==> config.mk <==
export PLATFORM = sky130hd
export DESIGN_NAME = morse_symbol_classifier
export DESIGN_NICKNAME = d
export VERILOG_FILES = /design/src/rtl/morse_pkg.sv /design/src/rtl/key_sync.sv /design/src/rtl/morse_symbol_classifier.sv
export SDC_FILE = /design/constraint.sdc
export NUM_CORES = 1
export LEC_CHECK = 0
export ABC_AREA = 1
export CAP_MARGIN = 20
export CORE_MARGIN = 2
export CORE_UTILIZATION = 49
export DETAILED_ROUTE_END_ITERATION = 8
export PLACE_DENSITY_LB_ADDON = 0.05
export SLEW_MARGIN = 20
export SYNTH_ARGS = -nofsm -noshare
export SYNTH_HDL_FRONTEND = slang
export SYNTH_SLANG_ARGS = --single-unit
==> constraint.sdc <==
create_clock -name clk_100Mhz -period 1.5 [get_ports clk_100Mhz]
set_input_delay 0.15 -clock clk_100Mhz [delete_from_list [all_inputs] [get_ports clk_100Mhz]]
set_output_delay 0.15 -clock clk_100Mhz [all_outputs]
set_load 0.03 [all_outputs]
==> src/rtl/morse_pkg.sv <==
// Shared types and default timing constants for the morse symbol classifier.
package morse_pkg;

  typedef enum logic [1:0] {
    IDLE  = 2'd0,
    MARK  = 2'd1,
    SPACE = 2'd2,
    LGAP  = 2'd3
  } state_t;

  localparam int unsigned DEF_DASH_UNITS       = 2;
  localparam int unsigned DEF_LETTER_GAP_UNITS = 2;
  localparam int unsigned DEF_WORD_GAP_UNITS   = 5;
  localparam int unsigned DEF_CNT_W            = 4;

  // Cycles after reset before the edge detector trusts the synchronized level.
  localparam int unsigned SYNC_SETTLE = 3;

endpackage

==> src/rtl/key_sync.sv <==
// Two-flop synchronizer for the raw key plus registered rise/fall detection.
module key_sync
  import morse_pkg::*;
(
  input  logic clk,
  input  logic rst,
  input  logic key,
  output logic rise,
  output logic fall
);

  logic                   sync1;
  logic                   sync2;
  logic                   prev;
  logic [SYNC_SETTLE-1:0] settle;
  logic                   settled;

  // Edges are suppressed until the synchronizer and the edge register have
  // been refilled after reset, so a key held down across reset is not seen
  // as a press.
  assign settled = settle[SYNC_SETTLE-1];

  // Synchronize, keep a delayed copy, and emit one-cycle edge pulses.
  always_ff @(posedge clk or posedge rst) begin
    if (rst) begin
      sync1  <= 1'b0;
      sync2  <= 1'b0;
      prev   <= 1'b0;
      settle <= '0;
      rise   <= 1'b0;
      fall   <= 1'b0;
    end else begin
      sync1  <= key;
      sync2  <= sync1;
      prev   <= sync2;
      settle <= {settle[SYNC_SETTLE-2:0], 1'b1};
      rise   <= settled &  sync2 & ~prev;
      fall   <= settled & ~sync2 &  prev;
    end
  end

endmodule

==> src/rtl/morse_symbol_classifier.sv <==
// Classifies key-down marks as dots/dashes and key-up gaps as letter/word ends.
module morse_symbol_classifier
  import morse_pkg::*;
#(
  parameter int unsigned DASH_UNITS       = DEF_DASH_UNITS,
  parameter int unsigned LETTER_GAP_UNITS = DEF_LETTER_GAP_UNITS,
  parameter int unsigned WORD_GAP_UNITS   = DEF_WORD_GAP_UNITS,
  parameter int unsigned CNT_W            = DEF_CNT_W
) (
  input  logic clk_100Mhz,
  input  logic reset,
  input  logic key_in,
  input  logic tick,
  output logic timer_restart,
  output logic sym_valid,
  output logic sym_is_dash,
  output logic letter_end,
  output logic word_end
);

  localparam logic [CNT_W-1:0] DASH_C   = CNT_W'(DASH_UNITS);
  localparam logic [CNT_W-1:0] LETTER_C = CNT_W'(LETTER_GAP_UNITS);
  localparam logic [CNT_W-1:0] WORD_C   = CNT_W'(WORD_GAP_UNITS);

  logic             rise;
  logic             fall;
  state_t           state;
  state_t           state_n;
  logic [CNT_W-1:0] cnt;
  logic [CNT_W-1:0] cnt_n;
  logic [CNT_W-1:0] cnt_inc;
  logic             restart_n;
  logic             valid_n;
  logic             dash_n;
  logic             letter_n;
  logic             word_n;

  key_sync u_key_sync (
    .clk  (clk_100Mhz),
    .rst  (reset),
    .key  (key_in),
    .rise (rise),
    .fall (fall)
  );

  // Saturating unit count; a very long mark must never wrap back to a dot.
  assign cnt_inc = (cnt == '1) ? cnt : cnt + CNT_W'(1);

  // Next-state and next-output logic; an edge always takes priority over a
  // tick in the same cycle, which discards that tick.
  always_comb begin
    state_n   = state;
    cnt_n     = cnt;
    restart_n = 1'b0;
    valid_n   = 1'b0;
    dash_n    = sym_is_dash;
    letter_n  = 1'b0;
    word_n    = 1'b0;
    unique case (state)
      IDLE: begin
        if (rise) begin
          state_n   = MARK;
          cnt_n     = '0;
          restart_n = 1'b1;
        end
      end
      MARK: begin
        if (fall) begin
          valid_n   = 1'b1;
          dash_n    = (cnt >= DASH_C);
          cnt_n     = '0;
          restart_n = 1'b1;
          state_n   = SPACE;
        end else if (tick) begin
          cnt_n = cnt_inc;
        end
      end
      SPACE: begin
        if (rise) begin
          state_n   = MARK;
          cnt_n     = '0;
          restart_n = 1'b1;
        end else if (tick) begin
          cnt_n = cnt_inc;
          if (cnt_inc == LETTER_C) begin
            letter_n = 1'b1;
            state_n  = LGAP;
          end
        end
      end
      LGAP: begin
        if (rise) begin
          state_n   = MARK;
          cnt_n     = '0;
          restart_n = 1'b1;
        end else if (tick) begin
          cnt_n = cnt_inc;
          if (cnt_inc == WORD_C) begin
            word_n  = 1'b1;
            state_n = IDLE;
            cnt_n   = '0;
          end
        end
      end
      default: begin
        state_n = IDLE;
        cnt_n   = '0;
      end
    endcase
  end

  // State, counter and registered outputs.
  always_ff @(posedge clk_100Mhz or posedge reset) begin
    if (reset) begin
      state         <= IDLE;
      cnt           <= '0;
      timer_restart <= 1'b0;
      sym_valid     <= 1'b0;
      sym_is_dash   <= 1'b0;
      letter_end    <= 1'b0;
      word_end      <= 1'b0;
    end else begin
      state         <= state_n;
      cnt           <= cnt_n;
      timer_restart <= restart_n;
      sym_valid     <= valid_n;
      sym_is_dash   <= dash_n;
      letter_end    <= letter_n;
      word_end      <= word_n;
    end
  end

endmodule
==> results of run 1 <==
cell usage after synthesis (all sizes together), types with 4 or more instances:
library cell,count,area share (%)
nand2,34,15
dfrtp,19,49
inv,14,5.4
nor2,11,5.3
nand3,9,5.7
o21ai,6,3.5
a21oi,5,3.7
ha,4,5.2
cells by family after synthesis:
group	Yosys count	share of synthesized area, %
buf+inv	14	5.42
fa+ha+maj	4	5.16
other cells	1	0.387
compound gates	17	11.9
simple gates	58	28.1
flops	19	49.0
metal layers:
metal  GRT usage (%)  routed length (um)  vias up
li1                -                   -      399
met1            21.6                 782      381
met2            30.6                 979       32
met3            5.56                 121        6
met4            6.19                  48        0
met5               0                   0        -
registers in the layout, indices dropped and copies added, names as in the netlist:
| name | cells |
|---|---|
| u_key_sync.prev | 1 |
| word_end | 1 |
| u_key_sync.fall | 1 |
| u_key_sync.sync2 | 1 |
| sym_valid | 1 |
| u_key_sync.rise | 1 |
| cnt | 4 |
| u_key_sync.settle | 3 |
| sym_is_dash | 1 |
| timer_restart | 1 |
| u_key_sync.sync1 | 1 |
| letter_end | 1 |
| state | 2 |
layout make-up:
cell class	instances	area, um2
well taps	27	33.8
inverters	14	52.6
multi-input cells	80	495
clock inverters	1	5.00
fillers	165	699
clock buffers	3	22.5
repair buffers	15	135
flip-flops and latches	19	478
worst max-delay path, stage by stage, from the launching register on:
cell and delay [ns]:
dfrtp_1 0.41, buf_4 0.16, inv_1 0.07, ha_1 0.15
a21boi_2 0.23, nand2_4 0.09, nand2_4 0.09, nand2_1 0.05
o21bai_1 0.11, inv_1 0.05
layout by cell type, fill, tap and decap left out, drive strengths merged, types with 3 or more instances in the layout:
cell           instances
a21oi                  5
buf                    7
clkbuf                 3
clkdlybuf4s50          7
dfrtp                 19
ha                     4
inv                   14
nand2                 34
nand3                  9
nor2                  11
o21ai                  6
power groups by stage:
| stage | logic, uW | clock network [uW] | registers [uW] |
|---|---|---|---|
| 2_1_floorplan | 669 | 0 | 768 |
| 3_3_place_gp | 1000 | 0 | 700 |
| 3_5_place_dp | 1010 | 0 | 706 |
| 4_1_cts | 1010 | 268 | 695 |
| 5_1_grt | 1250 | 295 | 715 |
| 6_report | 1130 | 261 | 701 |
final timing paths:
| check | endpoint | depth (start not counted) |
|---|---|---|
| worst max-delay path | state[1] | 9 |
| worst min-delay path | u_key_sync.settle[0] | 3 |
| worst max register to register | state[1] | 9 |
| worst min register to register | u_key_sync.settle[2] | 0 |
| max in group asynchronous | state[0] | 3 |
| min in group clk_100Mhz | u_key_sync.sync1 | 1 |
timing repair:
item                                    in CTS  in global routing
endpoints found under the hold margin        0                  0
endpoints found under the setup margin       0                  7
buffers inserted                             0                  1
resized for setup                            0                 20
stage by stage:
step,worst slack [ns],setup TNS [ns],cells,utilization (%)
global placement,0.0533,0,154,58.7
detailed placement,0.0276,0,154,58.7
finish,-0.0135,-0.0135,159,63.6
floorplan,0.0248,0,113,-
global route,-0.0973,-0.392,159,63.6
CTS,0.0125,0,158,60.2
==> flow_summary.yaml, run 1 <==
final_layout:
  drive_gt1_share_pct: 28.8
  final_nets: 141
  antenna_cells: 0
  final_area_um2: 1220
  synthToLayoutAreaGrowth_pct: 26.1
floorplanning:
  die_y_um: 48.5
  die_area_um2: 2350
  rows: 16
  ios: 9
  core-area_um2: 1920
  initial_core_util_pct: 50.5
  die_w_um: 48.5
critical_path:
  crit_path_end_kind: "flop"
  crit_required_ns: 1.70
  regToRegStartpoint: "cnt[1]"
  cp.arrival_ns: 1.71
  cp_max_fo: 6
  startpoint: "cnt[1]"
  r2r_setup_slack_ns: -0.01
  critPathLaunchType: "flop"
  worst-setup-path-type: "flop to flop"
power:
  p_int_uw: 1160
  p_clk_share_pct: 12.5
  power_switching_uw: 937
  p_per_area_nw_per_um2: 1710
  p_seq_share_pct: 33.5
  worst_ir_drop_vdd_mv: 1.12
  leakage_uw: 0.000605
  swShare_pct: 44.8
  power.total_uw: 2090
  combPwrFrac_pct: 54.1
logic_synthesis:
  async_flop_share_pct: 100
  synth.avg_cell_area_um2: 8.58
  yosysWarnings: 0
  yosysSeqAreaShare_pct: 49.0
  synth_area_um2: 970
  synth_cells: 113
  yosysUniqueCellTypes: 27
  synth_edf_count: 0
  synth_top_flop_cell: "dfrtp_1"
  synth_seq_cells: 19
  syn-num-nets: 121
placed_design:
  placed_area_um2: 1130
  dp_hpwl_um: 1420
  place_congestion: 0.907
  numPortBuffers: 8
route:
  drt-total-wl_um: 1930
  via_per_inst: 5.14
  drt_iter0_markers: 26
  post_drt_wl_per_cell_um: 12.1
  drc_errors: 0
  drtAntennaViolNets: 0
  drtPass1Iterations: 4
  vias: 818
global_route:
  antenna_found_initial: 0
  grt_start_max_net_pins: 20
  grt_pass1_vias: 781
  gr-usage-all-layers_pct: 17.9
  grt_pass1_wl_um: 3220
  grt_overflow_total: 0
run_status:
  status: "finished, violations left"
  violations: "negative setup slack"
cts:
  cts_tree: "yes"
  clock_latency_ns: 0.29
  htreeDepth: 1
  clk_pin_slew_ns: 0.11
  cts-root-buf: "clkbuf_4"
  clockBufferDepth: 2
  ctsHoldBuffers: 0
  cts_sinks: 19
  cts_inserted_buffers: 3
timing:
  finalHoldViolCount: 0
  fin_worst_skew_ns: 0.00379
  period_share_pct: 101
  max_freq_mhz: 661
  final-setup-viol-count: 1
  period_needed_ns: 1.51
  slew_viol_final: 0
  setup_ws_ns: -0.0135
  rsz0062_at_grt: "true"
  fin_hold_ws_ns: 0.166
run:
  drv_cap: 0
min_path:
  hold_class: "input pin to asynchronous set/reset pin"
Note: power is estimated with default switching activity, not from simulation.
==> run 2: changes to the inputs <==
- CAP_MARGIN: 20 -> 5
- CORE_UTILIZATION: 49 -> 45
- REMOVE_ABC_BUFFERS: unset -> 1
==> run 2 against run 1 <==
Die area is 8.1% higher. Setup slack worse by 0.013 ns. Routed wire length is 8.2% higher. Sequential power is 3.3% higher. Clock-buffer cell count stayed put. Sequential share of layout area is 1.6 points lower. Via count is 0.49% higher. The flow still finishes with violations (negative setup slack). Fmax is 0.88% lower. Clock power is 4% higher. Critical path type unchanged. Power is 4.1% higher.
==> flow_summary.yaml, run 2 (same netlist as run 1, synthesis figures left out) <==
power:
  worst_ir_drop_vdd_mv: 0.859
  power.total_uw: 2180
  p_per_area_nw_per_um2: 1710
  leakage_uw: 0.000663
floorplanning:
  die_w_um: 50.4
  core-area_um2: 2000
  die_y_um: 50.4
  die_area_um2: 2540
  rows: 16
  ios: 9
  initial_core_util_pct: 48.4
global_route:
  grt_overflow_total: 0
  grt_start_max_net_pins: 20
  gr-usage-all-layers_pct: 17.1
  grt_pass1_wl_um: 3190
  grt_pass1_vias: 736
  antenna_found_initial: 0
critical_path:
  cp.arrival_ns: 1.72
  cp_max_fo: 4
  crit_required_ns: 1.70
  crit_path_end_kind: "flop"
  critPathLaunchType: "flop"
  worst-setup-path-type: "flop to flop"
final_layout:
  synthToLayoutAreaGrowth_pct: 31.4
  final_cell_mix: "nand2_1, dfrtp_1, inv_1"
  drive_gt1_share_pct: 30.4
  largest_register_ffs: 4
  regMostFlops: "cnt"
  final_nets: 144
  final_common_cell: "nand2_1"
  top_regs: "cnt: 4 flops, u_key_sync.settle: 3 flops, state: 2 flops"
  final_area_um2: 1270
  antenna_cells: 0
placed_design:
  placed_area_um2: 1130
  dp_hpwl_um: 1370
  numPortBuffers: 8
  place_congestion: 0.877
timing:
  fin_worst_skew_ns: 0.0104
  fin_setup_tns_ns: -0.0385
  rsz0062_at_grt: "true"
  period_share_pct: 102
  slew_viol_final: 0
  setup_ws_ns: -0.0269
  max_freq_mhz: 655
  final-setup-viol-count: 2
  period_needed_ns: 1.53
  finalHoldViolCount: 0
route:
  drt_iter0_markers: 13
  via_per_inst: 5.07
  post_drt_wl_per_cell_um: 12.9
  drc_errors: 0
  drt-total-wl_um: 2090
  drtAntennaViolNets: 0
  drtPass1Iterations: 4
  vias: 822
cts:
  htreeDepth: 1
  cts_sinks: 19
  ctsHoldBuffers: 0
  clockBufferDepth: 2
  cts_tree: "yes"
  clock_latency_ns: 0.30
  cts-root-buf: "clkbuf_4"
  clk_pin_slew_ns: 0.12
  cts_inserted_buffers: 3
run_status:
  status: "finished, violations left"
  violations: "negative setup slack"
run:
  drv_cap: 0
min_path:
  hold_class: "input pin to asynchronous set/reset pin"
[run 2: cell types whose count changed in the layout (fill, tap and decap cells not counted), sizes merged]
cell           change
buf                +3
clkdlybuf4s50      -2
dlymetal6s2s       +2
[run 2: timing repair]
action,4_1_cts,5_1_grt
pin swaps,1,9
setup endpoints to repair,2,9
resized for setup,3,23
buffers inserted,1,3
[run 2: worst paths after layout]
kind | start | end | slack, ns | depth (start not counted)
setup / recovery | cnt[1] | state[1] | -0.03 | 9
hold / removal | reset | sym_is_dash | 0.14 | 3
setup reg to reg | cnt[1] | state[1] | -0.03 | 9
hold reg to reg | u_key_sync.settle[1] | u_key_sync.settle[2] | 0.36 | 0
max in group asynchronous | reset | state[0] | 1.13 | 3
min in group clk_100Mhz | key_in | u_key_sync.sync1 | 0.28 | 1
[run 2: layout make-up]
class | count | area, um2
clock inverter | 1 | 5.00
sequential | 19 | 478
tap | 27 | 33.8
clock buffer | 3 | 22.5
fill | 162 | 728
timing repair buffer | 18 | 166
multi-input combinational | 80 | 515
inverter | 14 | 52.6
[run 2: per-layer routing]
metal  vias to the layer above  share of wire (%)  routed length (um)  GRT usage (%)
met5                         -                  0                   0              0
met4                         0               0.91                  19           5.41
met3                         2                3.5                  74           3.87
met2                        15                 51                1070           30.3
met1                       395                 44                 921           20.3
li1                        410                  -                   -              -
[run 2: stage by stage]
step	util [%]	std cells	hold WS, ns	setup slack (ns)
2_1_floorplan	-	113	0.101	0.0248
3_3_place_gp	56.4	154	0.336	0.0329
3_5_place_dp	56.4	154	0.337	-0.0198
4_1_cts	58.6	159	0.152	0.0000782
5_1_grt	63.6	162	0.170	-0.105
6_report	63.6	162	0.140	-0.0269
[run 2: worst max-delay path: stages, from the launching register on]
cell	delay (ns)
dfrtp_2	0.47
ha_4	0.19
nand2_2	0.10
nand2_4	0.07
a21boi_4	0.18
nand2_4	0.09
nand2_4	0.10
nand2_2	0.05
o21bai_1	0.13
inv_1	0.05
[run 2: report_power, final]
group	switching (uW)	internal, uW	total (uW)
clock network	172	99.2	271
logic	710	476	1190
registers	105	619	724
total	986	1190	2180
==> run 3: changes to the inputs <==
--- a/config.mk
+++ b/config.mk
@@ -11,4 +11,5 @@
 export CORE_UTILIZATION = 45
 export DETAILED_ROUTE_END_ITERATION = 8
+export GPL_TIMING_DRIVEN = 1
 export PLACE_DENSITY_LB_ADDON = 0.05
 export REMOVE_ABC_BUFFERS = 1
==> constraint.sdc (replaced) <==
create_clock -name clk_100Mhz -period 1.5 [get_ports clk_100Mhz]
set_input_delay 0.15 -clock clk_100Mhz [delete_from_list [all_inputs] [get_ports clk_100Mhz]]
set_output_delay 0.15 -clock clk_100Mhz [all_outputs]
set_load 0.005 [all_outputs]
==> run 3 against run 2 <==
Sequential power barely moved. Sequential share of layout area is 0.22 points higher. Highest routed layer unchanged. Clock power hardly changed. Combinational power decreased by 5%. First-iteration DRC count unchanged. Non-clock buffer count did not move. Largest cell class unchanged. Core utilization decreased by 0.38 points. Routed wire length about the same. Flip-flop and latch count stayed put. Power down 2.5%. Worst hold slack about the same. The flow still finishes with violations (negative setup slack). Die area unchanged.
==> flow_summary.yaml, run 3 (same netlist as run 1, synthesis figures left out) <==
route:
  vias: 822
  post_drt_wl_per_cell_um: 12.9
  drt-total-wl_um: 2090
  drc_errors: 0
  drt_iter0_markers: 13
  via_per_inst: 5.07
  drtAntennaViolNets: 0
  drtPass1Iterations: 4
timing:
  final-setup-viol-count: 2
  slew_viol_final: 0
  max_freq_mhz: 655
  setup_ws_ns: -0.0269
  fin_worst_skew_ns: 0.0104
  finalHoldViolCount: 0
  period_share_pct: 102
  period_needed_ns: 1.53
  rsz0062_at_grt: "true"
min_path:
  hold_class: "input pin to asynchronous set/reset pin"
final_layout:
  final_area_um2: 1270
  drive_gt1_share_pct: 30.4
  regMostFlops: "cnt"
  final_cell_mix: "nand2_1, dfrtp_1, inv_1"
  synthToLayoutAreaGrowth_pct: 30.6
  multi_input_area_um2: 515
  regArea_um2: 478
  largest_register_ffs: 4
  antenna_cells: 0
  post_layout_nonfiller_instances: 162
  nFillCells: 164
  top_regs: "cnt: 4 flops, u_key_sync.settle: 3 flops, state: 2 flops"
  final_nets: 144
  final_common_cell: "nand2_1"
run_status:
  status: "finished, violations left"
  violations: "negative setup slack"
floorplanning:
  die_y_um: 50.4
  core-area_um2: 2000
  rows: 16
  ios: 9
  die_w_um: 50.4
  die_area_um2: 2540
  initial_core_util_pct: 48.4
critical_path:
  startpoint: "cnt[1]"
  critPathLaunchType: "flop"
  crit_chain: "ha_4 > nand2_2 > nand2_4 > a21boi_4 > nand2_4 > nand2_4 > nand2_2 > o21bai_1 > inv_1"
  cp.arrival_ns: 1.72
  worst_path_most_repeated_cell: "nand2_4"
  crit_required_ns: 1.70
  path_buf_inv: 1
  cp_top_family: "flip-flops"
  crit_path_max_incr_delay_ns: 0.47
  worst-setup-path-type: "flop to flop"
  cp_max_fo: 4
  crit_path_end_kind: "flop"
  crit_path_top_delay_cell: "dfrtp_2"
  regToRegStartpoint: "cnt[1]"
global_route:
  grt_overflow_total: 0
  antenna_found_initial: 0
  grt_start_max_net_pins: 20
  gr-usage-all-layers_pct: 17.1
  grt_pass1_vias: 736
  grt_pass1_wl_um: 3190
placed_design:
  dp_hpwl_um: 1370
  placed_area_um2: 1130
  place_congestion: 0.877
  place_ws_ns: -0.0198
  numPortBuffers: 8
  dp.cells: 154
power:
  p_seq_share_pct: 34.1
  p_per_area_nw_per_um2: 1680
  leakage_uw: 0.000616
  worst_ir_drop_vdd_mv: 0.766
  combPwrFrac_pct: 53.2
  p_clk_share_pct: 12.7
  power_switching_uw: 928
  power.total_uw: 2120
  swShare_pct: 43.7
  p_int_uw: 1200
cts:
  cts_inserted_buffers: 3
  clockBufferDepth: 2
  cts-root-buf: "clkbuf_4"
  cts_tree: "yes"
  clk_pin_slew_ns: 0.12
  clock_latency_ns: 0.30
  cts_sinks: 19
  htreeDepth: 1
run:
  drv_cap: 0
==> run 3: tightest hold or removal path, stage by stage <==
cell and delay, ns:
clkdlybuf4s50_1 0.39, inv_1 0.05, buf_4 0.25
==> run 3: stage by stage <==
step	util [%]	hold WS (ns)	TNS [ns]
2_1_floorplan	-	0.101	0
3_3_place_gp	56.4	0.336	0
3_5_place_dp	56.4	0.337	-0.0334
4_1_cts	58.6	0.152	0
5_1_grt	63.2	0.170	-0.309
6_report	63.2	0.140	-0.0385
==> run 3: power groups by stage <==
stage | logic (uW) | registers (uW) | clock network (uW)
finish | 1130 | 724 | 271
global placement | 936 | 708 | 0
global route | 1250 | 736 | 301
detailed placement | 943 | 712 | 0
CTS | 957 | 703 | 275
floorplan | 669 | 709 | 0
==> run 3: path summary, 6_finish.rpt <==
path | endpoint | slack, ns | cells past startpoint
min reg2reg | u_key_sync.settle[2] | 0.36 | 0
max reg2reg | state[1] | -0.03 | 9
max in group asynchronous | state[0] | 1.13 | 3
max | state[1] | -0.03 | 9
min | sym_is_dash | 0.14 | 3
min in group clk_100Mhz | u_key_sync.sync1 | 0.28 | 1
==> run 3: layout make-up <==
cell class | count | share of cell area (%)
multi-input combinational | 80 | 40.7
sequential | 19 | 37.7
timing repair buffer | 18 | 12.5
inverter | 14 | 4.15
tap | 27 | 2.67
clock buffer | 3 | 1.78
clock inverter | 1 | 0.395
==> run 3: layer usage <==
layer  up-vias  track usage (%)  wire length (um)
li1        410                -                 -
met1       395             20.3               926
met2        15             30.3              1070
met3         2             3.87                69
met4         0             5.41                19
met5         -                0                 0
==> run 3: repair_timing <==
action	in CTS	in global routing
gates resized for setup	3	20
setup buffers	1	3
hold buffers	0	0
pin swaps	1	9
endpoints found under the setup margin	2	6
hold endpoints to repair	0	0
